[config.mk]
export PLATFORM = sky130hd
export DESIGN_NAME = ex_multicycle_dispatch_flat
export DESIGN_NICKNAME = d
export VERILOG_FILES = /design/src/rtl/ex_multicycle_dispatch_if.sv /design/src/rtl/ex_multicycle_dispatch.sv /design/src/flat_wrapper.sv
export SDC_FILE = /design/constraint.sdc
export NUM_CORES = 1
export LEC_CHECK = 0
export BUFFER_PORTS_ARGS = -buffer_cell sky130_fd_sc_hd__buf_2
export CORE_ASPECT_RATIO = 0.7
export CORE_MARGIN = 8
export CORE_UTILIZATION = 49
export DETAILED_ROUTE_END_ITERATION = 16
export PLACE_DENSITY = 0.74
export SKIP_CTS_REPAIR_TIMING = 1
export SKIP_LAST_GASP = 1
export SLEW_MARGIN = 20
export SYNTH_ARGS = -nofsm -noshare
export SYNTH_HDL_FRONTEND = slang
export SYNTH_SLANG_ARGS = --single-unit
[constraint.sdc]
create_clock -name clk -period 2.4 [get_ports clk]
set_input_delay 0.36 -clock clk [delete_from_list [all_inputs] [get_ports clk]]
set_output_delay 0.36 -clock clk [all_outputs]
set_load 0.01 [all_outputs]
[src/rtl/ex_multicycle_dispatch_if.sv]
// Execute-stage dispatch bus: the pipeline side drives instruction/FU status,
// and the dispatcher returns start/kill pulses and completion status.
interface ex_multicycle_dispatch_if #(
  parameter int unsigned NUM_FU = 4
);
  logic              valid_i;
  logic [NUM_FU-1:0] fu_sel_i;
  logic [NUM_FU-1:0] fu_inhibit_i;
  logic              advance_i;
  logic              kill_i;
  logic [NUM_FU-1:0] fu_done_i;
  logic [NUM_FU-1:0] fu_start_o;
  logic [NUM_FU-1:0] fu_kill_o;
  logic              ex_done_o;
  logic              ex_busy_o;
  logic              timeout_o;
  logic [31:0]       busy_cycles_o;

  modport master (
    output valid_i, fu_sel_i, fu_inhibit_i, advance_i, kill_i, fu_done_i,
    input  fu_start_o, fu_kill_o, ex_done_o, ex_busy_o, timeout_o, busy_cycles_o
  );

  modport slave (
    input  valid_i, fu_sel_i, fu_inhibit_i, advance_i, kill_i, fu_done_i,
    output fu_start_o, fu_kill_o, ex_done_o, ex_busy_o, timeout_o, busy_cycles_o
  );
endinterface

[src/rtl/ex_multicycle_dispatch.sv]
// EX-stage dispatch controller: pulses FU starts, tracks fixed-latency and
// handshake completions, aggregates them into ex_done, with kill and watchdog.
module ex_multicycle_dispatch #(
  parameter int unsigned         NUM_FU  = 4,
  parameter logic [4*NUM_FU-1:0] FU_LAT  = {4'd0, 4'd0, 4'd0, 4'd1},
  parameter int unsigned         TO_W    = 8,
  parameter int unsigned         TIMEOUT = 200
) (
  input logic                    clk,
  input logic                    rst_n,
  ex_multicycle_dispatch_if.slave bus
);

  typedef enum logic [1:0] {IDLE, WAIT, DONE} state_t;

  state_t            state_q, state_d;
  logic [NUM_FU-1:0] pending_q, pending_d;
  logic [3:0]        cnt_q [NUM_FU];
  logic [TO_W-1:0]   to_q;
  logic [31:0]       busy_q;

  logic [NUM_FU-1:0] fixed_mask, lat1_mask, cnt_hit;
  logic [NUM_FU-1:0] eff, fin_start, pending_start, fin_wait, pending_left;
  logic              to_hit, load;

  always_comb begin
    for (int i = 0; i < NUM_FU; i++) begin
      fixed_mask[i] = (FU_LAT[4*i +: 4] != 4'd0);
      lat1_mask[i]  = (FU_LAT[4*i +: 4] == 4'd1);
      cnt_hit[i]    = (cnt_q[i] == 4'd1);
    end
  end

  // Start-cycle completions: L=1 units, or handshake units answering at once.
  assign eff           = bus.fu_sel_i & ~bus.fu_inhibit_i;
  assign fin_start     = eff & (lat1_mask | (~fixed_mask & bus.fu_done_i));
  assign pending_start = eff & ~fin_start;
  assign fin_wait      = pending_q & ((fixed_mask & cnt_hit) | (~fixed_mask & bus.fu_done_i));
  assign pending_left  = pending_q & ~fin_wait;
  assign to_hit        = (to_q == TO_W'(TIMEOUT - 1));

  // NOTE: sequential state uses non-blocking assignments so every register
  // samples pre-edge values regardless of process ordering.
  always_ff @(posedge clk or negedge rst_n) begin
    if (!rst_n) state_q <= IDLE;
    else        state_q <= state_d;
  end

  // NOTE: each combinational process assigns a default first so no path
  // leaves an output unassigned and infers a latch.
  always_comb begin
    state_d = state_q;
    if (!bus.valid_i || bus.kill_i) begin
      state_d = IDLE;
    end else begin
      unique case (state_q)
        IDLE:    if (pending_start == '0) state_d = bus.advance_i ? IDLE : DONE;
                 else                     state_d = WAIT;
        WAIT:    if (pending_left == '0 || to_hit) state_d = bus.advance_i ? IDLE : DONE;
        DONE:    if (bus.advance_i) state_d = IDLE;
        default: state_d = IDLE;
      endcase
    end
  end

  always_comb begin
    bus.fu_start_o = '0;
    bus.fu_kill_o  = '0;
    bus.ex_done_o  = 1'b0;
    bus.timeout_o  = 1'b0;
    pending_d      = pending_q;
    load           = 1'b0;
    if (!bus.valid_i) begin
      bus.ex_done_o = 1'b1;
      pending_d     = '0;
      if (bus.kill_i) bus.fu_kill_o = pending_q;
    end else if (bus.kill_i) begin
      bus.fu_kill_o = pending_q;
      pending_d     = '0;
    end else begin
      unique case (state_q)
        IDLE: begin
          bus.fu_start_o = eff;
          pending_d      = pending_start;
          bus.ex_done_o  = (pending_start == '0);
          load           = 1'b1;
        end
        WAIT: begin
          if (pending_left == '0) begin
            bus.ex_done_o = 1'b1;
            pending_d     = '0;
          end else if (to_hit) begin
            bus.timeout_o = 1'b1;
            bus.ex_done_o = 1'b1;
            bus.fu_kill_o = pending_q;
            pending_d     = '0;
          end else begin
            pending_d = pending_left;
          end
        end
        DONE:    bus.ex_done_o = 1'b1;
        default: ;
      endcase
    end
  end

  assign bus.ex_busy_o     = (state_q == WAIT);
  assign bus.busy_cycles_o = busy_q;

  // NOTE: the latency counters are a handful of flops, so they take the
  // async reset like any other state rather than being left uninitialised.
  always_ff @(posedge clk or negedge rst_n) begin
    if (!rst_n) begin
      pending_q <= '0;
      to_q      <= '0;
      busy_q    <= '0;
      for (int i = 0; i < NUM_FU; i++) cnt_q[i] <= 4'd0;
    end else begin
      pending_q <= pending_d;
      to_q      <= (state_q == WAIT) ? to_q + TO_W'(1) : '0;
      if (state_q == WAIT && busy_q != 32'hFFFF_FFFF) busy_q <= busy_q + 32'd1;
      for (int i = 0; i < NUM_FU; i++) begin
        if (load && eff[i])
          cnt_q[i] <= fixed_mask[i] ? FU_LAT[4*i +: 4] - 4'd1 : 4'd0;
        else if (state_q == WAIT && cnt_q[i] != 4'd0)
          cnt_q[i] <= cnt_q[i] - 4'd1;
      end
    end
  end

endmodule

[src/flat_wrapper.sv]
// flat-port wrapper written by rule: the top's interface ports become plain ports
module ex_multicycle_dispatch_flat 
#(
  parameter int unsigned         NUM_FU  = 4,
  parameter logic [4*NUM_FU-1:0] FU_LAT  = {4'd0, 4'd0, 4'd0, 4'd1},
  parameter int unsigned         TO_W    = 8,
  parameter int unsigned         TIMEOUT = 200
)
  (clk, rst_n, bus_valid_i, bus_fu_sel_i, bus_fu_inhibit_i, bus_advance_i, bus_kill_i, bus_fu_done_i, bus_fu_start_o, bus_fu_kill_o, bus_ex_done_o, bus_ex_busy_o, bus_timeout_o, bus_busy_cycles_o);
  ex_multicycle_dispatch_if #(.NUM_FU(NUM_FU)) bus_i ();
  input logic clk;
  input logic rst_n;
  input wire logic [$bits(bus_i.valid_i)-1:0] bus_valid_i;
  input wire logic [$bits(bus_i.fu_sel_i)-1:0] bus_fu_sel_i;
  input wire logic [$bits(bus_i.fu_inhibit_i)-1:0] bus_fu_inhibit_i;
  input wire logic [$bits(bus_i.advance_i)-1:0] bus_advance_i;
  input wire logic [$bits(bus_i.kill_i)-1:0] bus_kill_i;
  input wire logic [$bits(bus_i.fu_done_i)-1:0] bus_fu_done_i;
  output wire logic [$bits(bus_i.fu_start_o)-1:0] bus_fu_start_o;
  output wire logic [$bits(bus_i.fu_kill_o)-1:0] bus_fu_kill_o;
  output wire logic [$bits(bus_i.ex_done_o)-1:0] bus_ex_done_o;
  output wire logic [$bits(bus_i.ex_busy_o)-1:0] bus_ex_busy_o;
  output wire logic [$bits(bus_i.timeout_o)-1:0] bus_timeout_o;
  output wire logic [$bits(bus_i.busy_cycles_o)-1:0] bus_busy_cycles_o;
  assign bus_i.valid_i = bus_valid_i;
  assign bus_i.fu_sel_i = bus_fu_sel_i;
  assign bus_i.fu_inhibit_i = bus_fu_inhibit_i;
  assign bus_i.advance_i = bus_advance_i;
  assign bus_i.kill_i = bus_kill_i;
  assign bus_i.fu_done_i = bus_fu_done_i;
  assign bus_fu_start_o = bus_i.fu_start_o;
  assign bus_fu_kill_o = bus_i.fu_kill_o;
  assign bus_ex_done_o = bus_i.ex_done_o;
  assign bus_ex_busy_o = bus_i.ex_busy_o;
  assign bus_timeout_o = bus_i.timeout_o;
  assign bus_busy_cycles_o = bus_i.busy_cycles_o;
  ex_multicycle_dispatch #(.NUM_FU(NUM_FU), .FU_LAT(FU_LAT), .TO_W(TO_W), .TIMEOUT(TIMEOUT)) u_core (.clk(clk), .rst_n(rst_n), .bus(bus_i));
endmodule
==> impl_metrics.csv <==
group,metric,value,unit
status,status,"finished, violations left",
status,violations,"setup timing",
setup_path,worstPathCellList,"inv_2 -> ha_4 -> or3b_4 -> a2111oi_4 -> nor2_1 -> a31o_2 -> and2_4 -> buf_6",
setup_path,r2r_slack,0.21,ns
power_and_ir_drop,peakVddDrop,0.341,mV
timing,finalSetupViolations,5,
timing,fin_crit,2.60,ns
worst_hold_path,hp-class,"in -> async",
layout,layout.nets,355,
logic_synthesis,synth-seq-area-share,48.4,%
logic_synthesis,synth.ff_latch_count,50,
timing,post-route-period-util,108,%
setup_path,critPathLaunchType,"flip-flop",
clock_tree,numCtsBuffers,5,
floorplanning,rows,22,
layout,stdcell_count,407,
clock_tree,cts-root-buf,"clkbuf_8",
timing,worstMarginPinSlew,0.595,ns
timing,rsz0062_at_grt,"true",
global_routing,antenna_found_initial,0,
timing,slew_headroom,60.3,%
setup_path,critical_path.top_delay_family,"simple AND/OR/NAND/NOR gates",
timing,skew,0.00484,ns
logic_synthesis,synth_edf_count,0,
floorplanning,start_util,49.9,%
route,avgViaCountPerCell,5.50,
clock_tree,clk_pin_slew,0.09,ns
floorplanning,die_h,76.7,um
timing,worst_slack,-0.203,ns
logic_synthesis,async_flop_share,100,%
global_routing,grt_pass1_vias,2181,
global_routing,globalRouteTotalUtil,16.5,%
timing,drv_slew,0,
layout,fill_cells,477,
logic_synthesis,synth_area_leaders,"dfrtp_1 48%, xor2_1 7.5%, nor2_1 4.2%",
setup_path,critPathKind,"reg -> out",
clock_tree,clk_latency,0.30,ns
logic_synthesis,ys.flop_type,"dfrtp_1",
logic_synthesis,synth_top_area_share,48.4,%
clock_tree,cts_buffer_depth,2,
logic_synthesis,synth_cell_types,42,
global_routing,grt_max_degree,27,
logic_synthesis,mappedNetlistArea,0.00258,mm2
logic_synthesis,synth_cells,261,
placed_design,dp.cells,397,
timing,fmax,384,MHz
route,wl,6.31,mm
setup_path,critPathBufInv,2,
floorplanning,die_x,103,um
setup_path,r2r_cells,5,
setup_path,worst_path_largest_cell_delay,0.40,ns
route,avgRoutedWirePerCell,15.5,um
clock_tree,cts_tree,"built",
layout,n_antenna_cell,0,
logic_synthesis,syn-mean-instance-area,9.89,um2
placed_design,preCtsSetupSlack,-0.0252,ns
setup_path,critPathSlowestCell,"dfrtp_1",
layout,area_growth,24.1,%
logic_synthesis,synthesis.nets,282,
placed_design,io_buffers,58,
clock_tree,cts_htree_levels,2,
placed_design,routabilityCongestion,0.830,
clock_tree,cts.sinks,50,
global_routing,grt_pass1_wl,10.7,mm
setup_path,worstSetupEndpointType,"output port",
logic_synthesis,synth_commonest_cells,"50 x dfrtp_1, 29 x nor2_1, 22 x xor2_1, 17 x nand3_1, 17 x nor3_1",
route,drc_errors,0,
logic_synthesis,synth.most_common_cell,"dfrtp_1",
placed_design,hpwl,4.86,mm
floorplanning,pin_count,60,
logic_synthesis,synth_warnings,0,
power_and_ir_drop,power.static_leakage,0.00154,uW
setup_path,r2r-end,"u_core.bus.busy_cycles_o[1]",
route,ant_nets,0,
timing,hold_viol,0,
layout,drive_above_1_share,26.6,%
logic_synthesis,synth_top_area_cell,"dfrtp_1",
floorplanning,coreArea,0.00517,mm2
setup_path,cp.required,2.04,ns
global_routing,grt-ovfl-total,0,
power_and_ir_drop,powerDensity,616,mW/mm2
route,routed-via-count,2237,
setup_path,rr_startpoint,"u_core.bus.busy_cycles_o[1]",
route,drt_iter0_markers,128,
setup_path,cp_max_fo,4,
setup_path,cp_data_arrival_time,2.24,ns
run,drv_cap,0,
floorplanning,die_area,0.00789,mm2
route,dr.pass1.iters,4,
worst max path at each step:
| stage | cells past startpoint | slack (ns) | from | end |
|---|---|---|---|---|
| 6_report | 8 | -0.20 | u_core.cnt_q[13] | bus_fu_kill_o[0] |
| 5_1_grt | 8 | -0.25 | u_core.cnt_q[13] | bus_fu_kill_o[0] |
| 4_1_cts | 8 | -0.35 | u_core.cnt_q[13] | bus_fu_kill_o[1] |
| 3_5_place_dp | 8 | -0.03 | u_core.cnt_q[13] | bus_fu_kill_o[1] |
| 3_3_place_gp | 8 | 0.04 | u_core.cnt_q[13] | bus_fu_kill_o[1] |
| 2_1_floorplan | 7 | 0.14 | u_core.cnt_q[13] | bus_ex_done_o |
metrics by stage:
stage | util (%) | hold slack [ns] | cell area (um2) | power (uW) | setup TNS [ns]
floorplan | - | 0.0644 | 2580 | 1190 | 0
global placement | 58.5 | 0.402 | 3030 | 1330 | 0
detailed placement | 58.5 | 0.415 | 3030 | 1350 | -0.0895
CTS | 60.5 | 0.0928 | 3130 | 1930 | -1.70
global route | 61.9 | 0.102 | 3200 | 2070 | -1.18
finish | 61.9 | 0.0582 | 3200 | 1970 | -0.939
cells by family after synthesis:
group,Yosys count,share of synthesized area (%)
muxes,4,1.84
adders and majority gates,4,1.94
DFF,50,48.4
AOI/OAI and AO/OA,28,7.95
and+or+nand+nor,132,27.1
xor gates and xnor gates,33,11.2
buffers and inverters,10,1.50
cell type report:
class | instances | area (um2) | area share, %
timing repair buffer | 68 | 397 | 12.4
clock inverter | 1 | 30.0 | 0.937
tap | 72 | 90.1 | 2.81
sequential | 50 | 1250 | 39.0
inverter | 8 | 30.0 | 0.937
clock buffer | 7 | 76.3 | 2.38
multi-input combinational | 201 | 1330 | 41.5
worst reg2reg max path: cells and delay by family (launching register included):
family,cells,cell delay [ns]
AOI/OAI and AO/OA,1,0.35
DFF,1,0.41
muxes,1,0.33
and+or+nand+nor,2,0.74
adders and majority gates,1,0.24
metal layers:
metal / GRT usage, % / wire length [um] / vias up / part of all wire (%)
met5: 0 / 0 / - / 0
met1: 23.8 / 2990 / 1102 / 47
met4: 2.45 / 26 / 0 / 0.41
met3: 4.15 / 385 / 2 / 6.1
li1: - / - / 1082 / -
met2: 24.6 / 2910 / 51 / 46
report_power, final:
group	internal, uW	switching, uW
Combinational	194	195
Sequential	913	86.1
Clock	312	274
Total	1420	556
flip-flops by register name (all words and copies together) (netlist names):
signal / flops
u_core.bus.busy_cycles_o: 32
u_core.to_q: 8
u_core.cnt_q: 4
u_core.pending_q: 4
u_core.state_q: 2
layout by cell type (no fill, tap or decap), types with 2 or more instances in the layout:
cell	count
inv_1	6
a32oi_1	2
a21oi_1	6
nand4_1	12
o21ai_0	6
nor2b_1	3
mux2_2	2
nor3_1	17
nand2b_1	3
nand3_1	17
and4_1	4
buf_4	9
buf_2	55
dfrtp_1	50
xnor2_1	11
xor2_1	22
clkbuf_1	2
nor2_1	29
a2111oi_0	2
or3_1	3
o211ai_1	2
nor3b_1	9
and2_4	3
clkbuf_8	5
and2_1	2
ha_1	2
buf_6	3
a31oi_1	3
nand2_1	16
nor4_1	4
and3_1	5
No activity file was read; power rests on OpenSTA's default activity.
